File: src/rtl/csel_collector_pkg.sv
// Shared types and sizing helpers for the carry-select result collector.
package csel_collector_pkg;

    typedef enum logic {
        COLLECT = 1'b0,
        HOLD    = 1'b1
    } state_e;

    // Chunk counter width; a single-chunk operation still gets one bit.
    function automatic int cnt_width(input int nchunk);
        return (nchunk <= 1) ? 1 : $clog2(nchunk);
    endfunction

endpackage

File: src/rtl/csel_collector_if.sv
// Chunk-input and result-output bundle between the sum blocks, collector and downstream datapath.
interface csel_collector_if #(
    parameter int WIDTH  = 8,
    parameter int NCHUNK = 4
);
    // Both ports use valid/ready: a transfer happens on a rising edge where valid and ready are
    // both high; a producer holds valid and its payload steady until that edge.
    logic                      c_in;
    logic                      in_valid;
    logic                      in_ready;
    logic [WIDTH-1:0]          in_s1;
    logic [WIDTH-1:0]          in_s2_n;
    logic                      in_c_out_1;
    logic                      in_c_out_2;
    logic                      out_valid;
    logic                      out_ready;
    logic [WIDTH*NCHUNK-1:0]   out_sum;
    logic                      out_c;
    logic                      err;

    modport master (
        output c_in, in_valid, in_s1, in_s2_n, in_c_out_1, in_c_out_2, out_ready,
        input  in_ready, out_valid, out_sum, out_c, err
    );

    modport slave (
        input  c_in, in_valid, in_s1, in_s2_n, in_c_out_1, in_c_out_2, out_ready,
        output in_ready, out_valid, out_sum, out_c, err
    );
endinterface

File: src/rtl/csel_collector_stage.sv
// One chunk of carry selection: picks the candidate matching the carry-in and flags
// candidate pairs whose carry-outs are not monotonic in the carry-in.
module csel_stage #(
    parameter int WIDTH = 8
) (
    input  logic             cin_i,
    input  logic [WIDTH-1:0] s1_i,
    input  logic [WIDTH-1:0] s2_n_i,
    input  logic             c_out_1_i,
    input  logic             c_out_2_i,
    output logic [WIDTH-1:0] sum_o,
    output logic             cout_o,
    output logic             viol_o
);
    // The carry-in-1 candidate travels inverted, so undo that here.
    assign sum_o  = cin_i ? ~s2_n_i : s1_i;
    assign cout_o = cin_i ? c_out_2_i : c_out_1_i;
    assign viol_o = c_out_1_i & ~c_out_2_i;
endmodule

File: src/rtl/csel_collector.sv
// Collects NCHUNK dual-candidate chunks LSB first, resolves the carry chain serially and
// holds the assembled sum and final carry on a valid/ready result port.
module csel_collector
    import csel_collector_pkg::*;
#(
    parameter int WIDTH  = 8,
    parameter int NCHUNK = 4
) (
    input  logic                clk,
    input  logic                rst,
    csel_collector_if.slave     bus,
    output state_e              dbg_state_o
);
    localparam int                CNT_W    = cnt_width(NCHUNK);
    localparam logic [CNT_W-1:0]  LAST_CNT = CNT_W'(NCHUNK - 1);

    state_e                   state_q, state_d;
    logic [CNT_W-1:0]         cnt_q, cnt_d;
    logic                     carry_q, carry_d;
    logic [WIDTH*NCHUNK-1:0]  sum_q, sum_d;
    logic                     c_q, c_d;
    logic                     err_q, err_d;

    logic                     accept;
    logic                     last;
    logic                     stage_cin;
    logic [WIDTH-1:0]         stage_sum;
    logic                     stage_cout;
    logic                     stage_viol;

    assign accept    = bus.in_valid && (state_q == COLLECT);
    assign last      = (cnt_q == LAST_CNT);
    assign stage_cin = (cnt_q == '0) ? bus.c_in : carry_q;

    csel_stage #(.WIDTH(WIDTH)) u_stage (
        .cin_i     (stage_cin),
        .s1_i      (bus.in_s1),
        .s2_n_i    (bus.in_s2_n),
        .c_out_1_i (bus.in_c_out_1),
        .c_out_2_i (bus.in_c_out_2),
        .sum_o     (stage_sum),
        .cout_o    (stage_cout),
        .viol_o    (stage_viol)
    );

    always_ff @(posedge clk) begin
        if (rst) state_q <= COLLECT;
        else     state_q <= state_d;
    end

    always_comb begin
        state_d = state_q;
        case (state_q)
            COLLECT: if (accept && last) state_d = HOLD;
            HOLD:    if (bus.out_ready)  state_d = COLLECT;
            default: state_d = COLLECT;
        endcase
    end

    always_comb begin
        bus.in_ready  = (state_q == COLLECT);
        bus.out_valid = (state_q == HOLD);
        dbg_state_o   = state_q;
    end

    always_comb begin
        cnt_d   = cnt_q;
        carry_d = carry_q;
        sum_d   = sum_q;
        c_d     = c_q;
        err_d   = err_q | (accept & stage_viol);
        if (accept) begin
            carry_d = stage_cout;
            cnt_d   = last ? '0 : cnt_q + CNT_W'(1);
            if (last) c_d = stage_cout;
            for (int k = 0; k < NCHUNK; k++) begin
                if (cnt_q == CNT_W'(k)) sum_d[k*WIDTH +: WIDTH] = stage_sum;
            end
        end
    end

    always_ff @(posedge clk) begin
        if (rst) begin
            cnt_q   <= '0;
            carry_q <= 1'b0;
            sum_q   <= '0;
            c_q     <= 1'b0;
            err_q   <= 1'b0;
        end else begin
            cnt_q   <= cnt_d;
            carry_q <= carry_d;
            sum_q   <= sum_d;
            c_q     <= c_d;
            err_q   <= err_d;
        end
    end

    assign bus.out_sum = sum_q;
    assign bus.out_c   = c_q;
    assign bus.err     = err_q;
endmodule

File: src/flat_wrapper.sv
// flat-port wrapper written by rule: the top's interface ports become plain ports
module csel_collector_flat import csel_collector_pkg::*;
#(
    parameter int WIDTH  = 8,
    parameter int NCHUNK = 4
)
  (clk, rst, dbg_state_o, bus_c_in, bus_in_valid, bus_in_s1, bus_in_s2_n, bus_in_c_out_1, bus_in_c_out_2, bus_out_ready, bus_in_ready, bus_out_valid, bus_out_sum, bus_out_c, bus_err);
  csel_collector_if #(.WIDTH(WIDTH), .NCHUNK(NCHUNK)) bus_i ();
  input  logic clk;
  input  logic rst;
  output state_e dbg_state_o;
  input wire logic [$bits(bus_i.c_in)-1:0] bus_c_in;
  input wire logic [$bits(bus_i.in_valid)-1:0] bus_in_valid;
  input wire logic [$bits(bus_i.in_s1)-1:0] bus_in_s1;
  input wire logic [$bits(bus_i.in_s2_n)-1:0] bus_in_s2_n;
  input wire logic [$bits(bus_i.in_c_out_1)-1:0] bus_in_c_out_1;
  input wire logic [$bits(bus_i.in_c_out_2)-1:0] bus_in_c_out_2;
  input wire logic [$bits(bus_i.out_ready)-1:0] bus_out_ready;
  output wire logic [$bits(bus_i.in_ready)-1:0] bus_in_ready;
  output wire logic [$bits(bus_i.out_valid)-1:0] bus_out_valid;
  output wire logic [$bits(bus_i.out_sum)-1:0] bus_out_sum;
  output wire logic [$bits(bus_i.out_c)-1:0] bus_out_c;
  output wire logic [$bits(bus_i.err)-1:0] bus_err;
  assign bus_i.c_in = bus_c_in;
  assign bus_i.in_valid = bus_in_valid;
  assign bus_i.in_s1 = bus_in_s1;
  assign bus_i.in_s2_n = bus_in_s2_n;
  assign bus_i.in_c_out_1 = bus_in_c_out_1;
  assign bus_i.in_c_out_2 = bus_in_c_out_2;
  assign bus_i.out_ready = bus_out_ready;
  assign bus_in_ready = bus_i.in_ready;
  assign bus_out_valid = bus_i.out_valid;
  assign bus_out_sum = bus_i.out_sum;
  assign bus_out_c = bus_i.out_c;
  assign bus_err = bus_i.err;
  csel_collector #(.WIDTH(WIDTH), .NCHUNK(NCHUNK)) u_core (.clk(clk), .rst(rst), .bus(bus_i), .dbg_state_o(dbg_state_o));
endmodule
File: config.mk
export PLATFORM = sky130hd
export DESIGN_NAME = csel_collector_flat
export DESIGN_NICKNAME = d
export VERILOG_FILES = /design/src/rtl/csel_collector_pkg.sv /design/src/rtl/csel_collector_if.sv /design/src/rtl/csel_collector_stage.sv /design/src/rtl/csel_collector.sv /design/src/flat_wrapper.sv
export SDC_FILE = /design/constraint.sdc
export NUM_CORES = 1
export LEC_CHECK = 0
export BUFFER_PORTS_ARGS = -buffer_cell sky130_fd_sc_hd__buf_2
export CORE_MARGIN = 3
export CORE_UTILIZATION = 53
export CTS_CLUSTER_DIAMETER = 80
export DETAILED_ROUTE_END_ITERATION = 10
export PLACE_DENSITY = 0.87
export SETUP_SLACK_MARGIN = 0.1
export SLEW_MARGIN = 20
export SYNTH_ARGS = -nofsm -noshare
export SYNTH_HDL_FRONTEND = slang
export SYNTH_HIERARCHICAL = 1
export SYNTH_SLANG_ARGS = --single-unit
File: constraint.sdc
create_clock -name clk -period 3.2 [get_ports clk]
set_input_delay 0.32 -clock clk [delete_from_list [all_inputs] [get_ports clk]]
set_output_delay 0.32 -clock clk [all_outputs]
set_load 0.005 [all_outputs]
# Word-level counts from Yosys, hierarchy flattened
# Cells that the tools add are included.
[op_classes]
add_sub_neg = 1
mul = 0
n_div = 0
order_cmp = 0
n_eq_ne = 3
shift = 0
mux = 7
bitwise_logic = 6
n_reduce_logical = 7
[ops]
columns = ["op", "n"]
rows = [
  ["8-bit two-way mux", 1],
  ["8-bit inverter", 1],
  ["2-bit AND reduction", 4],
  ["2-bit equality test (second input constant)", 2],
  ["1-bit two-way mux", 4],
  ["2-bit by 1-bit adder with 2-bit output (second input constant)", 1],
  ["1-bit AND", 2],
  ["2-bit by 1-bit equality test with 1-bit output (second input constant)", 1],
  ["1-bit logical AND", 2],
  ["2-bit logical NOT", 1],
  ["2-bit two-way mux", 1],
  ["1-bit inverter", 2],
  ["1-bit case mux with 2 select lines", 1],
  ["1-bit OR", 1],
]
[totals]
ff_bits = 38
latch_bits = 0
mem_bits_rw = 0
romBits = 0
inputBits = 23
output_inout_bits = 37
elab_cells = 33
n_memories = 0

# Longest topological paths before layout
[logic_depth]
depth_word = 5
depth_mapped = 7
mapped_depth_nobuf = 6

# Cells and area by module
# Netlist, hierarchy kept.
[by_module_without_submodules]
columns = ["mod", "n_inst", "cells_per_inst", "area_per_inst_um2", "seq_area_each_um2"]
rows = [
  ["csel_collector", 1, 176, 1567.8, 760.7],
  ["csel_stage", 1, 19, 142.6, 0.0],
]

# Worst setup path before layout
# No wires, ideal clock.
[synth_timing]
path_kind = "register to register"
startpoint = "register u_core.cnt_q[0]"
endpoint = "register u_core.carry_q"
setup_ns = 0.135
t_arrival_ns = 1.525
required_ns = 3.065
slack_ns = 1.540
path_stages_with_launch = 8
path_buffers = 1
period_less_slack_ns = 1.660
cell_sequence = "dfxtp_1 > inv_1 > ha_1 > mux2_2 > buf_6 > mux2_4 > mux2i_1 > nor2_1"
[synth_between]
elab_chain_cells = 3
[synth_lines]
columns = ["item", "line_no", "source"]
rows = [
  ["start: declaration", "csel_collector.sv:18", "logic [CNT_W-1:0] cnt_q, cnt_d;"],
  ["start signal: assignment", "csel_collector.sv:90", "cnt_q <= cnt_d;"],
  ["2-bit logical NOT", "csel_collector.sv:33", "assign stage_cin = (cnt_q == '0) ? bus.c_in : carry_q;"],
  ["1-bit two-way mux", "csel_collector.sv:33", ""],
  ["via u_core.stage_cin", "csel_collector.sv:26", "logic stage_cin;"],
  ["1-bit two-way mux", "csel_collector_stage.sv:17", "assign cout_o = cin_i ? c_out_2_i : c_out_1_i;"],
  ["via u_core.stage_cout", "csel_collector.sv:28", "logic stage_cout;"],
  ["end signal: assignment", "csel_collector.sv:91", "carry_q <= carry_d;"],
  ["end: declaration", "csel_collector.sv:19", "logic carry_q, carry_d;"],
]
# The timed path passes the listed nets, and every way through them passes these cells.
# A chain may end at the register's enable or synchronous reset.

# Worst setup path in the final report
[layout_timing]
startpoint = "register u_core.cnt_q[0]"
endpoint = "register u_core.sum_q[11], in the netlist u_core/bus.out_sum[11]"
[layout_between]
elab_chain_cells = 3
word_cells_on_any_way = 5
cone_classes = "eq/ne: 1; mux: 2; reduce/logical: 2"
[layout_lines]
columns = ["item", "line_no", "source"]
rows = [
  ["2-bit logical NOT", "csel_collector.sv:33", ""],
  ["1-bit two-way mux", "csel_collector.sv:33", ""],
  ["via u_core.stage_cin", "csel_collector.sv:26", ""],
  ["8-bit two-way mux", "csel_collector_stage.sv:16", "assign sum_o = cin_i ? ~s2_n_i : s1_i;"],
  ["via u_core.stage_sum[3]", "csel_collector.sv:27", "logic [WIDTH-1:0] stage_sum;"],
  ["end signal: assignment", "csel_collector.sv:92", "sum_q <= sum_d;"],
  ["end: declaration", "csel_collector.sv:20", "logic [WIDTH*NCHUNK-1:0] sum_q, sum_d;"],
]
# The timed path passes the listed nets, and every way through them passes these cells.

==> results.md <==
Run status:
- The run finished with clean final reports.

Global route:
- The via count of the first global-routing pass is 1415.
- Global routing finished with a remaining overflow of 0.
- Entering global routing, the biggest net connects 39 pins.
- The first global-routing pass estimated 6490 µm of wire.
- The number of antenna violations at the first check in global routing is 0.
- In the global route stage, overall resource usage came out at 0.213.

Clocking:
- The number of gates resized after cts is 0.
- The number of clock buffers inserted by TritonCTS is 5.
- The clock latency of the later-clocked register in the worst-skew pair is 0.34 ns.
- The clock tree synthesis step divided the H-tree into 2 levels.
- CTS placed an instance of clkbuf_4 at the clock tree root.
- Counting along the longest clock path gives a buffer depth of 2.
- The tree built by TritonCTS fans out to 38 sinks.
- The CTS tree is done.
- After clock tree synthesis, the clock-pin slew on the worst setup and hold paths is 0.11 ns.
- The total of hold buffers inserted after clock tree synthesis is 0.
- The buffer count from post-CTS setup fixing is 0.

STA:
- The relative slew slack is 0.375.
- The share of the clock period used by the worst path after layout is 0.636.
- The setup-violating endpoint count in the final report is 0.
- The number of max-slew violations in the final report is 0.
- The slew at the pin closest to its max-slew limit is 0.937 ns.
- The number of failing hold endpoints at the final stage came to 0.
- The setup skew after layout is 0.00612 ns.
- The highest attainable clock frequency is 492 MHz.
- The final setup TNS is 0 ns.
- Setup repair after global routing left no endpoint under its margin.
- The clock period minus final worst setup slack is 2.03 ns.
- The final setup slack of the worst path is 1.17 ns.

Yosys:
- By count the netlist is led by nand2_1, dfxtp_1, a21oi_2.
- After synthesis, the share of cell area in mux cells is 0.0797.
- The parity-gate share of the synthesized area counting xor and xnor cells is 0.
- The biggest area contributor in the post-synthesis netlist is dfxtp_1.
- After synthesis, the largest family of logic cells by area is simple AND/OR/NAND/NOR gates.
- The share of the Yosys chip area taken by registers is 0.445.
- The instance count of the mapped netlist is 195.
- For this run, the number of Yosys warnings is 6.
- The flip-flop cell with the highest count after synthesis is dfxtp_1.
- Averaged over all synthesized cells, the footprint is 8.77 µm².
- The net count after synthesis is 222.
- The netlist uses 20 different library cells.
- Of the total synthesized cell area, the portion taken by AND, OR, NAND and NOR gates is 0.214.
- Of the total synthesized cell area, the portion taken by full adders, half adders and majority gates is 0.0293.
- The fraction of synthesized cell area taken by the top area cell type is 0.445.
- The synthesized design contains 0 enable-type register cells.
- The synthesized flop and latch total is 38.
- The most used standard cell by instance count after synthesis is nand2_1.
- The compound-cell area share of the yosys netlist is 0.157.
- The mapped netlist covers 0.00171 mm².
- Ranked by total cell area, the synthesized netlist is headed by dfxtp_1, nand2_1, a21oi_2.
- The post-synthesis async set-or-reset flop share is 0.

Route:
- The average detailed-routed wire length per instance is 13.7 µm.
- For this run, design rule violations remaining after detail routing come to 0.
- The detail route stage leaves a number of antenna-violating nets equal to 0.
- The starting DRC count in detailed routing is 63.
- After detailed routing, the total wire length is 4000 µm.
- The first-pass detailed-route iteration total is 4.
- The detailed-route vias per instance is 5.15.
- The routed layout has 1505 vias.

Min path:
- The hold path depth is 3.
- The min-delay analysis places its worst path in the category in -> reg.

Floorplanning:
- The total die area is 0.00395 mm².
- The floorplan has 19 rows.
- For this configuration, the core starts out at a cell density of 0.585.
- The core area is 0.00292 mm².
- The floorplan step set the die height to 62.8 µm.
- The count of pins on the block boundary is 60.
- The horizontal die dimension is 62.8 µm.

Cells and area:
- In the final design database the tool counted 276 nets.
- Of the cells placed in the final design, the portion with a size suffix greater than 1 is 0.380.
- 0 antenna diodes ended up in the layout.
- The area growth from synthesis to layout is 18.8%.

Placed design:
- The sum of net half-perimeters after detailed placement is 2970 µm.
- The worst setup slack before clock tree synthesis is 1.19 ns.
- The number of I/O port buffers is 59.
- Routability-driven placement finished with a final weighted congestion of 0.779.

Power:
- Power spread over the standard cell area amounts to 454 mW/mm².
- The total leakage power is 0.932 nW.
- The worst supply voltage drop on vdd is 347 µV.

Worst setup path:
- The worst setup path is launched from a flop.
- For the worst setup path, the data required time is 3.46 ns.
- By startpoint and endpoint, the worst setup path is classified as reg -> reg.
- The number of cells on the worst reg-to-reg path is 6.
- STA puts the critical path data arrival time at 2.30 ns.
- The category of the worst setup path capture point is a flop.
- The worst-path maximum fanout is 9.

Run:
- The tool flagged a number of max-cap violations equal to 0.
-- path summary, 6_finish.rpt --
| kind | slack [ns] | startpoint | end |
|---|---|---|---|
| setup / recovery | 1.17 | u_core/cnt_q[0] | u_core/bus.out_sum[11] |
| hold / removal | 0.22 | bus_out_ready | u_core/bus.out_valid |
| setup reg to reg | 1.17 | u_core/cnt_q[0] | u_core/bus.out_sum[11] |
| hold reg to reg | 0.46 | u_core/bus.out_sum[14] | u_core/bus.out_sum[14] |
-- state kept, by name, summed over array words and instances, names as in the netlist --
signal                cells
u_core/bus.out_sum       32
u_core/cnt_q              2
u_core/bus.err            1
u_core/bus.out_c          1
u_core/bus.out_valid      1
u_core/carry_q            1
-- worst max-delay path, stage by stage (launching register included) --
cell	delay, ns
dfxtp_1	0.40
inv_1	0.09
ha_1	0.24
mux2_2	0.41
mux2i_1	0.51
nand2_1	0.13
a21oi_1	0.17
-- stage by stage --
stage	instance area, µm²	total power, mW	utilization	instances	hold WS (ns)
after floorplan	1710	0.625	-	195	0.453
after global placement	1970	0.668	0.674	284	0.442
after detailed placement	1970	0.673	0.674	284	0.448
after CTS	2030	0.928	0.695	292	0.216
after global routing	2030	0.963	0.695	292	0.215
final	2030	0.922	0.695	292	0.222
-- final cells by class --
cell class | instances | area [µm²]
Multi-Input combinational cell | 134 | 822
Clock buffer | 7 | 55.1
Clock inverter | 1 | 5.00
Fill cell | 248 | 892
Tap cell | 42 | 52.6
Timing Repair Buffer | 59 | 295
Inverter | 11 | 41.3
Sequential cell | 38 | 761
-- power breakdown --
group,internal (mW),switching (mW)
logic,0.0628,0.0940
clock network,0.106,0.151
registers,0.495,0.0126
total,0.664,0.258
-- per-layer routing --
metal  global-route usage  up-vias  share of wire
met2                0.334       75           0.46
met4                0.116        0          0.019
met1                0.266      688           0.43
met5                    0        -              0
met3               0.0558        9          0.089
li1                     -      733              -
-- placed cells by master (no fill, tap or decap), drive strengths merged --
cell type  count
a21oi         35
and2b          1
and3b          4
buf           59
clkbuf         7
clkinv         1
dfxtp         38
ha             4
inv           11
mux2           2
mux2i         11
nand2         66
nand2b         1
nand3b         4
nor2           5
nor2b          1
-- logic make-up (layout without fill, tap and decap cells) --
| logic type | Yosys count | count (layout) |
|---|---|---|
| simple gates | 82 | 82 |
| flops | 38 | 38 |
| compound gates | 35 | 35 |
| buf+inv | 23 | 78 |
| mux | 13 | 13 |
| fa+ha+maj | 4 | 4 |
No activity file was read; power rests on OpenSTA's default activity.
